$ cat config.mk
export PLATFORM = sky130hd
export DESIGN_NAME = menu_sequencer
export DESIGN_NICKNAME = d
export VERILOG_FILES = /design/src/rtl/menu_sequencer.sv
export SDC_FILE = /design/constraint.sdc
export NUM_CORES = 1
export LEC_CHECK = 0
export CORE_MARGIN = 2
export CORE_UTILIZATION = 55
export CTS_CLUSTER_SIZE = 14
export DETAILED_ROUTE_END_ITERATION = 12
export MAX_ROUTING_LAYER = met4
export PLACE_DENSITY = 0.78
export SETUP_SLACK_MARGIN = 0.15
export SYNTH_ARGS = -nofsm -noshare
export SYNTH_HDL_FRONTEND = slang
export SYNTH_SLANG_ARGS = --single-unit
$ cat constraint.sdc
create_clock -name clock -period 2 [get_ports clock]
set_input_delay 0.5 -clock clock [delete_from_list [all_inputs] [get_ports clock]]
set_output_delay 0.5 -clock clock [all_outputs]
set_load 0.1 [all_outputs]
$ cat src/rtl/menu_sequencer.sv
// Menu page sequencer: loads menu defaults, walks menu_sel through the pages of the
// selected mode, handles confirm/back navigation and aborts to idle on inactivity.
//
// state      | meaning
// IDLE       | waiting for start, menu inactive
// LOAD       | one-cycle pulse of load_initial
// SEL_MODO   | choosing the mode (page 0)
// SEL_BPM    | editing bpm (page 1)
// SEL_TOM    | editing tom (page 2)
// SEL_MUSICA | choosing song (page 3)
// SEL_ERRO   | editing error tolerance (page 4)
// SEL_GRAVA  | record settings (page 5)
// DONE       | configuration complete and held
module menu_sequencer #(
    parameter int MODO    = 4,
    parameter int TIMEOUT = 500000000
) (
    input  logic            clock,
    input  logic            reset,
    input  logic            start,
    input  logic            confirm_pressed,
    input  logic            back_pressed,
    input  logic            arrow_activity,
    input  logic [MODO-1:0] modos,
    output logic [2:0]      menu_sel,
    output logic            load_initial,
    output logic            menu_active,
    output logic            config_valid,
    output logic            config_done,
    output logic            timeout,
    output logic [3:0]      db_state
);

    localparam int CW = (TIMEOUT > 1) ? $clog2(TIMEOUT) : 1;
    localparam logic [CW-1:0] CNT_LAST = CW'(TIMEOUT - 1);

    typedef enum logic [3:0] {
        IDLE       = 4'd0,
        LOAD       = 4'd1,
        SEL_MODO   = 4'd2,
        SEL_BPM    = 4'd3,
        SEL_TOM    = 4'd4,
        SEL_MUSICA = 4'd5,
        SEL_ERRO   = 4'd6,
        SEL_GRAVA  = 4'd7,
        DONE       = 4'd8
    } state_t;

    typedef enum logic [1:0] {
        PATH_FREE   = 2'd0,
        PATH_LEARN  = 2'd1,
        PATH_RECORD = 2'd2,
        PATH_PLAY   = 2'd3
    } path_t;

    state_t          state, state_next;
    path_t           path, path_next;
    logic            prev_confirm, prev_back;
    logic [CW-1:0]   cnt;
    logic            cf, bk_raw, bk, activity, one_hot, abort;

    function automatic logic is_sel(input state_t s);
        return (s >= SEL_MODO) && (s <= SEL_GRAVA);
    endfunction

    // Button edge detection and activity qualification; confirm beats back.
    always_comb begin
        cf       = confirm_pressed & ~prev_confirm;
        bk_raw   = back_pressed & ~prev_back;
        bk       = bk_raw & ~cf;
        activity = cf | bk_raw | arrow_activity;
        one_hot  = (modos != '0) && ((modos & (modos - 1'b1)) == '0);
    end

    // Next-state logic: page navigation along the latched path, plus inactivity abort.
    always_comb begin
        state_next = state;
        path_next  = path;
        abort      = 1'b0;
        case (state)
            IDLE:     if (start) state_next = LOAD;
            LOAD:     state_next = SEL_MODO;
            DONE:     if (start) state_next = SEL_MODO;
            SEL_MODO: begin
                if (cf && one_hot) begin
                    if (modos[0])      path_next = PATH_FREE;
                    else if (modos[1]) path_next = PATH_LEARN;
                    else if (modos[2]) path_next = PATH_RECORD;
                    else               path_next = PATH_PLAY;
                    state_next = modos[3] ? SEL_MUSICA : SEL_BPM;
                end
            end
            SEL_BPM: begin
                if (cf)      state_next = SEL_TOM;
                else if (bk) state_next = SEL_MODO;
            end
            SEL_TOM: begin
                if (cf) begin
                    case (path)
                        PATH_LEARN:  state_next = SEL_MUSICA;
                        PATH_RECORD: state_next = SEL_GRAVA;
                        default:     state_next = DONE;
                    endcase
                end else if (bk) begin
                    state_next = SEL_BPM;
                end
            end
            SEL_MUSICA: begin
                if (cf)      state_next = (path == PATH_LEARN) ? SEL_ERRO : DONE;
                else if (bk) state_next = (path == PATH_LEARN) ? SEL_TOM : SEL_MODO;
            end
            SEL_ERRO: begin
                if (cf)      state_next = DONE;
                else if (bk) state_next = SEL_MUSICA;
            end
            SEL_GRAVA: begin
                if (cf)      state_next = DONE;
                else if (bk) state_next = SEL_TOM;
            end
            default:  state_next = IDLE;
        endcase
        // Any activity in the terminal cycle keeps the menu alive.
        if (is_sel(state) && (cnt == CNT_LAST) && !activity) begin
            state_next = IDLE;
            path_next  = path;
            abort      = 1'b1;
        end
    end

    // State, latched path and button history; history resets high so held buttons give no edge.
    always_ff @(posedge clock) begin
        if (reset) begin
            state        <= IDLE;
            path         <= PATH_FREE;
            prev_confirm <= 1'b1;
            prev_back    <= 1'b1;
        end else begin
            state        <= state_next;
            path         <= path_next;
            prev_confirm <= confirm_pressed;
            prev_back    <= back_pressed;
        end
    end

    // Inactivity counter: runs only while staying on a page with no activity.
    always_ff @(posedge clock) begin
        if (reset) begin
            cnt <= '0;
        end else if (!is_sel(state_next) || (state_next != state) || activity) begin
            cnt <= '0;
        end else begin
            cnt <= cnt + 1'b1;
        end
    end

    // Status flags: valid configuration, done pulse and timeout pulse.
    always_ff @(posedge clock) begin
        if (reset) begin
            config_valid <= 1'b0;
            config_done  <= 1'b0;
            timeout      <= 1'b0;
        end else begin
            config_done <= (state_next == DONE) && (state != DONE);
            timeout     <= abort;
            if (abort || ((state_next == LOAD) && (state != LOAD)))
                config_valid <= 1'b0;
            else if ((state_next == DONE) && (state != DONE))
                config_valid <= 1'b1;
        end
    end

    // Moore outputs decoded from the state register.
    always_comb begin
        menu_sel     = 3'd0;
        load_initial = (state == LOAD);
        menu_active  = is_sel(state);
        db_state     = state;
        case (state)
            SEL_BPM:    menu_sel = 3'd1;
            SEL_TOM:    menu_sel = 3'd2;
            SEL_MUSICA: menu_sel = 3'd3;
            SEL_ERRO:   menu_sel = 3'd4;
            SEL_GRAVA:  menu_sel = 3'd5;
            default:    menu_sel = 3'd0;
        endcase
    end

endmodule

=== Word-level counts from Yosys, hierarchy flattened ===
Cells that the tools add are included.
W data, S select, Z words.

* Eq/ne operators: 16
* $lt $le $gt $ge: 4
* Reduce and logical (&&, ||, !) cells: 19
* $add $sub $neg: 2
* Bitwise logic cells: 10
* Muxes and demuxes: 24

{| class="wikitable"
|+ Operator list
! kind !! count
|-
| $mux W4 || 15
|-
| $pmux W4 S9 || 1
|-
| $add A29 B1 Y29 const B || 1
|-
| $eq A29 B29 Y1 const B || 1
|-
| $eq A4 B3 Y1 const B || 4
|-
| $pmux W3 S5 || 1
|-
| $eq A4 B1 Y1 const B || 2
|-
| $eq A4 B2 Y1 const B || 2
|-
| $eq A4 B4 Y1 const B || 2
|-
| $ge A4 B2 Y1 const B || 2
|-
| $le A4 B3 Y1 const B || 2
|-
| $logic_and A1 B1 Y1 || 8
|-
| $logic_not A4 Y1 || 2
|-
| $pmux W4 S2 || 1
|-
| $mux W3 || 2
|-
| $and A4 B4 Y4 || 1
|-
| $mux W2 || 2
|-
| $ne A4 B1 Y1 const B || 1
|-
| $ne A4 B4 Y1 || 1
|-
| $ne A4 B4 Y1 const B || 1
|-
| $not A1 Y1 || 4
|-
| $reduce_bool A4 Y1 || 1
|-
| $reduce_or A2 Y1 || 2
|-
| $sub A4 B1 Y4 const B || 1
|-
| 8 further kinds || 15
|}

* Bits of input ports: 10
* Register bits after elaboration: 40
* Logic and storage cells: 83

=== Logic depth before layout (Yosys ltp) ===
* Word-level depth: 14
* Depth in mapped cells: 9
* Mapped depth without buffers: 7

=== Least setup slack after synthesis ===
OpenSTA, ideal clock, no wires.

* Kind: reg-to-output
* Start point: register state[2], in the netlist db_state[2]
* End point: output port menu_sel[0]
* Path buffers: 1
* Cell stages (with the launch flop): 5
* Arrival time: 3.565 ns
* Path slack: -2.065 ns
* Cell sequence: dfxtp_1 clkbuf_1 nor2_1 nor2_1 and2_1

* Word-level cells in the longest chain between the ends: 2
* Elaborated cells between the ends (all ways): 6
* Those cells by class: eq/ne (5); mux (1)

{| class="wikitable"
|+ RTL lines
! item !! line !! source
|-
| from (decl) || 56 || <nowiki>state_t state, state_next;</nowiki>
|-
| from (signal assigned) || 138 || <nowiki>state <= state_next;</nowiki>
|-
| $eq A4 B3 Y1 or $eq A4 B2 Y1 (tied branches) || 178 || <nowiki>case (state)</nowiki>
|-
| $pmux W3 S5 (*) || 178 ||
|-
| to (decl) || 25 || <nowiki>output logic [2:0] menu_sel,</nowiki>
|}

Mark *: on every way between the ends. The rest lies on a longest branch, timed or not.

=== Final worst setup path ===
* Start point: register cnt[21]
* End point: register cnt[25]

* Word-level cells in the longest chain between the ends: 10
* Elaborated cells between the ends (all ways): 13
* Those cells by class: add/sub (1); order compare (2); eq/ne (2); mux (1); reduce/logical (7)

{| class="wikitable"
|+ RTL lines
! item !! line !! source
|-
| from (decl) || 59 || <nowiki>logic [CW-1:0] cnt;</nowiki>
|-
| from (signal assigned) || 152 || <nowiki>cnt <= cnt + 1'b1;</nowiki>
|-
| $eq A29 B29 Y1 || 123 || <nowiki>if (is_sel(state) && (cnt == CNT_LAST) && !activity) begin</nowiki>
|-
| $logic_and A1 B1 Y1 (2 in a row) || 123 ||
|-
| $mux W4 || 123 ||
|-
| $ge A4 B2 Y1 or $le A4 B3 Y1 (tied branches) || 63 || <nowiki>return (s >= SEL_MODO) && (s <= SEL_GRAVA);</nowiki>
|-
| $logic_and A1 B1 Y1 || 63 ||
|-
| $logic_not A1 Y1 || 149 || <nowiki>end else if (!is_sel(state_next) || (state_next != state) || activity) begin</nowiki>
|-
| $logic_or A1 B1 Y1 (2 in a row) || 149 ||
|-
| $reduce_or A2 Y1 (no line) || n/a ||
|}

Parallel ways exist; a longest one is shown, timed or not.
A chain may end at the register's enable or synchronous reset.

==> reports/qor.yml <==
power_and_ir_drop:
  sw_frac_of_total_pct: 28.4
  static-leakage-power_uw: 0.00107
  p_clk_share_pct: 31.6
  powerDensity_nw_per_um2: 522
  seqPwrFrac_pct: 50.2
  combPwrFrac_pct: 18.2
  vdd_ir_drop_max_mv: 0.363
  p_switching_uw: 460
  p_int_uw: 1160
yosys:
  synth_area_leaders: "dfxtp_1 38%, nor2_1 9.2%, xnor2_1 8.4%"
  synth_cell_type_count: 42
  synth_edf_count: 0
  netlist_instances: 254
  async_flop_share_pct: 0
  synth_top_area_cell: "dfxtp_1"
  syn_area_per_cell_um2: 8.21
  synth_nets: 267
  synth_top_area_share_pct: 38.4
  ys_warn_count: 0
  ys.flop_type: "dfxtp_1"
  synth.ff_latch_count: 40
  ys_seq_area_share_pct: 38.4
  syn_area_um2: 2090
global_routing:
  gr-total-overflow: 0
  grt_pass1_wl_um: 9420
  grt_pass1_vias: 2067
  antenna_found_initial: 0
  grt_start_max_net_pins: 15
  grt_use_total_pct: 29.3
layout:
  drive_gt1_share_pct: 33.0
  final_cell_mix: "35 x dfxtp_1, 35 x buf_4, 30 x nor2_1"
  diodes: 0
  fin_nets: 325
  areaGrowthSynthToFinish_pct: 49.0
worst_setup_path:
  cp-start-kind: "flip-flop"
  cp-end-kind: "flip-flop"
  cp.required_ps: 2190
  worstPathCellList: "or4b_4 -> nor4_4 -> nand4_1 -> buf_4 -> o311ai_4 -> buf_6 -> clkbuf_16 -> nor2_2"
  arrival_ps: 2150
  crit_fanout: 7
  cp_slowest_stage_delay_ps: 530
  r2r_slack_ps: 40
  path_class: "reg -> reg"
  cpMaxStageDelayCell: "or4b_4"
sta:
  layout_setup_ws_ps: 38.6
  setup_viol: 0
  rsz0062_at_grt: "true"
  slew_headroom_pct: 71.6
  finalCritPeriodShare_pct: 98.1
  fin_skew_ps: 12.9
  holdWs_ps: 503
  max_clock_freq_mhz: 510
  finalHoldViolations: 0
  finalMaxSlewViolations: 0
  fin_crit_ps: 1960
  tightest_slew_ps: 422
job:
  max-cap-violations: 0
cts:
  ctsHoldBuffers: 0
  cts.clk_slew.worst_paths_ps: 80
  clock_sinks: 40
  cts_buffers: 5
  clk_path_buf_depth: 2
  insertion_delay_ps: 290
  cts-root-buf: "clkbuf_8"
  tritoncts: "yes"
  htree_num_levels: 2
drt:
  drtAntennaViolNets: 0
  routed_via_density: 5.81
  drt-total-wl_um: 6060
  vias: 2090
  drtIter0Drc: 176
  wl_per_cell_um: 16.8
  dr.pass1.iters: 4
  drc_errors: 0
die:
  die_area_um2: 4300
  die_h_um: 65.6
  ios: 22
  start_util_pct: 57.0
  die_x_um: 65.6
  rows: 22
  coreArea_um2: 3660
placed_design:
  hpwl_um: 3560
  gp_congestion: 0.966
  io_buffers: 21
  pre_cts_slack_ps: -504
worst_hold_path:
  hp-class: "reg -> reg"
run_status:
  status: "complete, no violations"
==> cell usage after synthesis (2+ instances only) <==
cell,count
buf_6,2
ha_1,3
mux2i_1,3
or2_2,2
nor3_1,8
and2_1,2
a31oi_1,2
clkbuf_1,5
nand3b_1,3
a211oi_1,2
a2111oi_0,2
nand2_1,16
nand2b_1,3
inv_1,7
xnor2_1,20
a21oi_1,6
nor4_1,12
nand3_1,11
or3_1,2
and4_1,5
nand4_1,7
o21ai_0,3
and3_1,6
nor2_1,51
dfxtp_1,40
xor2_1,8
nor2b_1,8
==> layout make-up <==
type,count,area (µm²)
Inverter,7,26.3
Fill cell,214,554
Tap cell,48,60.1
Sequential cell,40,817
Timing Repair Buffer,59,671
Clock inverter,2,7.51
Multi-Input combinational cell,199,1460
Clock buffer,5,68.8
==> registers in the layout, summed over array words and instances, names as in the netlist <==
signal,flops
cnt,29
config_done,1
config_valid,1
db_state,4
path,2
prev_back,1
prev_confirm,1
timeout,1
==> metrics by stage <==
step / TNS, ps / util, % / instance area, µm² / power [µW] / std cells
finish: 0 / 84.9 / 3110 / 1620 / 360
detailed placement: -10960 / 73.8 / 2700 / 1090 / 343
floorplan: -549 / - / 2160 / 976 / 254
global placement: -10290 / 73.8 / 2700 / 1080 / 343
global route: -48.4 / 84.9 / 3110 / 1670 / 360
CTS: 0 / 80.5 / 2950 / 1600 / 357
==> power groups by stage <==
stage	clock, µW	combinational [µW]	sequential [µW]
finish	513	296	814
global route	543	310	815
CTS	508	279	813
detailed placement	0	246	840
global placement	0	243	840
floorplan	0	122	855
==> worst max-delay path: cells and delay by family (launching register included) <==
| kind | cells | cell delay, ps |
|---|---|---|
| and+or+nand+nor | 4 | 890 |
| DFF | 1 | 330 |
| AOI/OAI and AO/OA | 1 | 100 |
| buffers and inverters | 3 | 530 |
==> routing by layer <==
layer  wire length, µm  GRT usage [%]  part of all wire [%]
met5                 0              -                     0
met4               275           12.2                   4.5
met3               212           5.82                   3.5
met2              3170           50.9                    52
met1              2400           33.0                    40
==> what timing repair did <==
item	CTS	global route
pin swaps	8	12
gates cloned	2	1
setup endpoints to repair	38	39
setup buffers	5	2
resized for setup	21	35
==> worst paths after layout <==
check	from	endpoint	depth (start not counted)
hold / removal	cnt[0]$_SDFF_PP0_	cnt[0]$_SDFF_PP0_	1
hold reg to reg	cnt[0]$_SDFF_PP0_	cnt[0]$_SDFF_PP0_	1
setup reg to reg	cnt[21]$_SDFF_PP0_	cnt[25]$_SDFF_PP0_	8
setup / recovery	cnt[21]$_SDFF_PP0_	cnt[25]$_SDFF_PP0_	8
==> logic make-up after synthesis <==
logic type	after synthesis	share of synthesized area, %
xor+xnor	28	11.8
flops	40	38.4
simple gates	141	34.7
compound gates	23	7.86
buf+inv	15	3.48
mux	4	1.98
fa+ha+maj	3	1.80
Note: power is estimated with default switching activity, not from simulation.
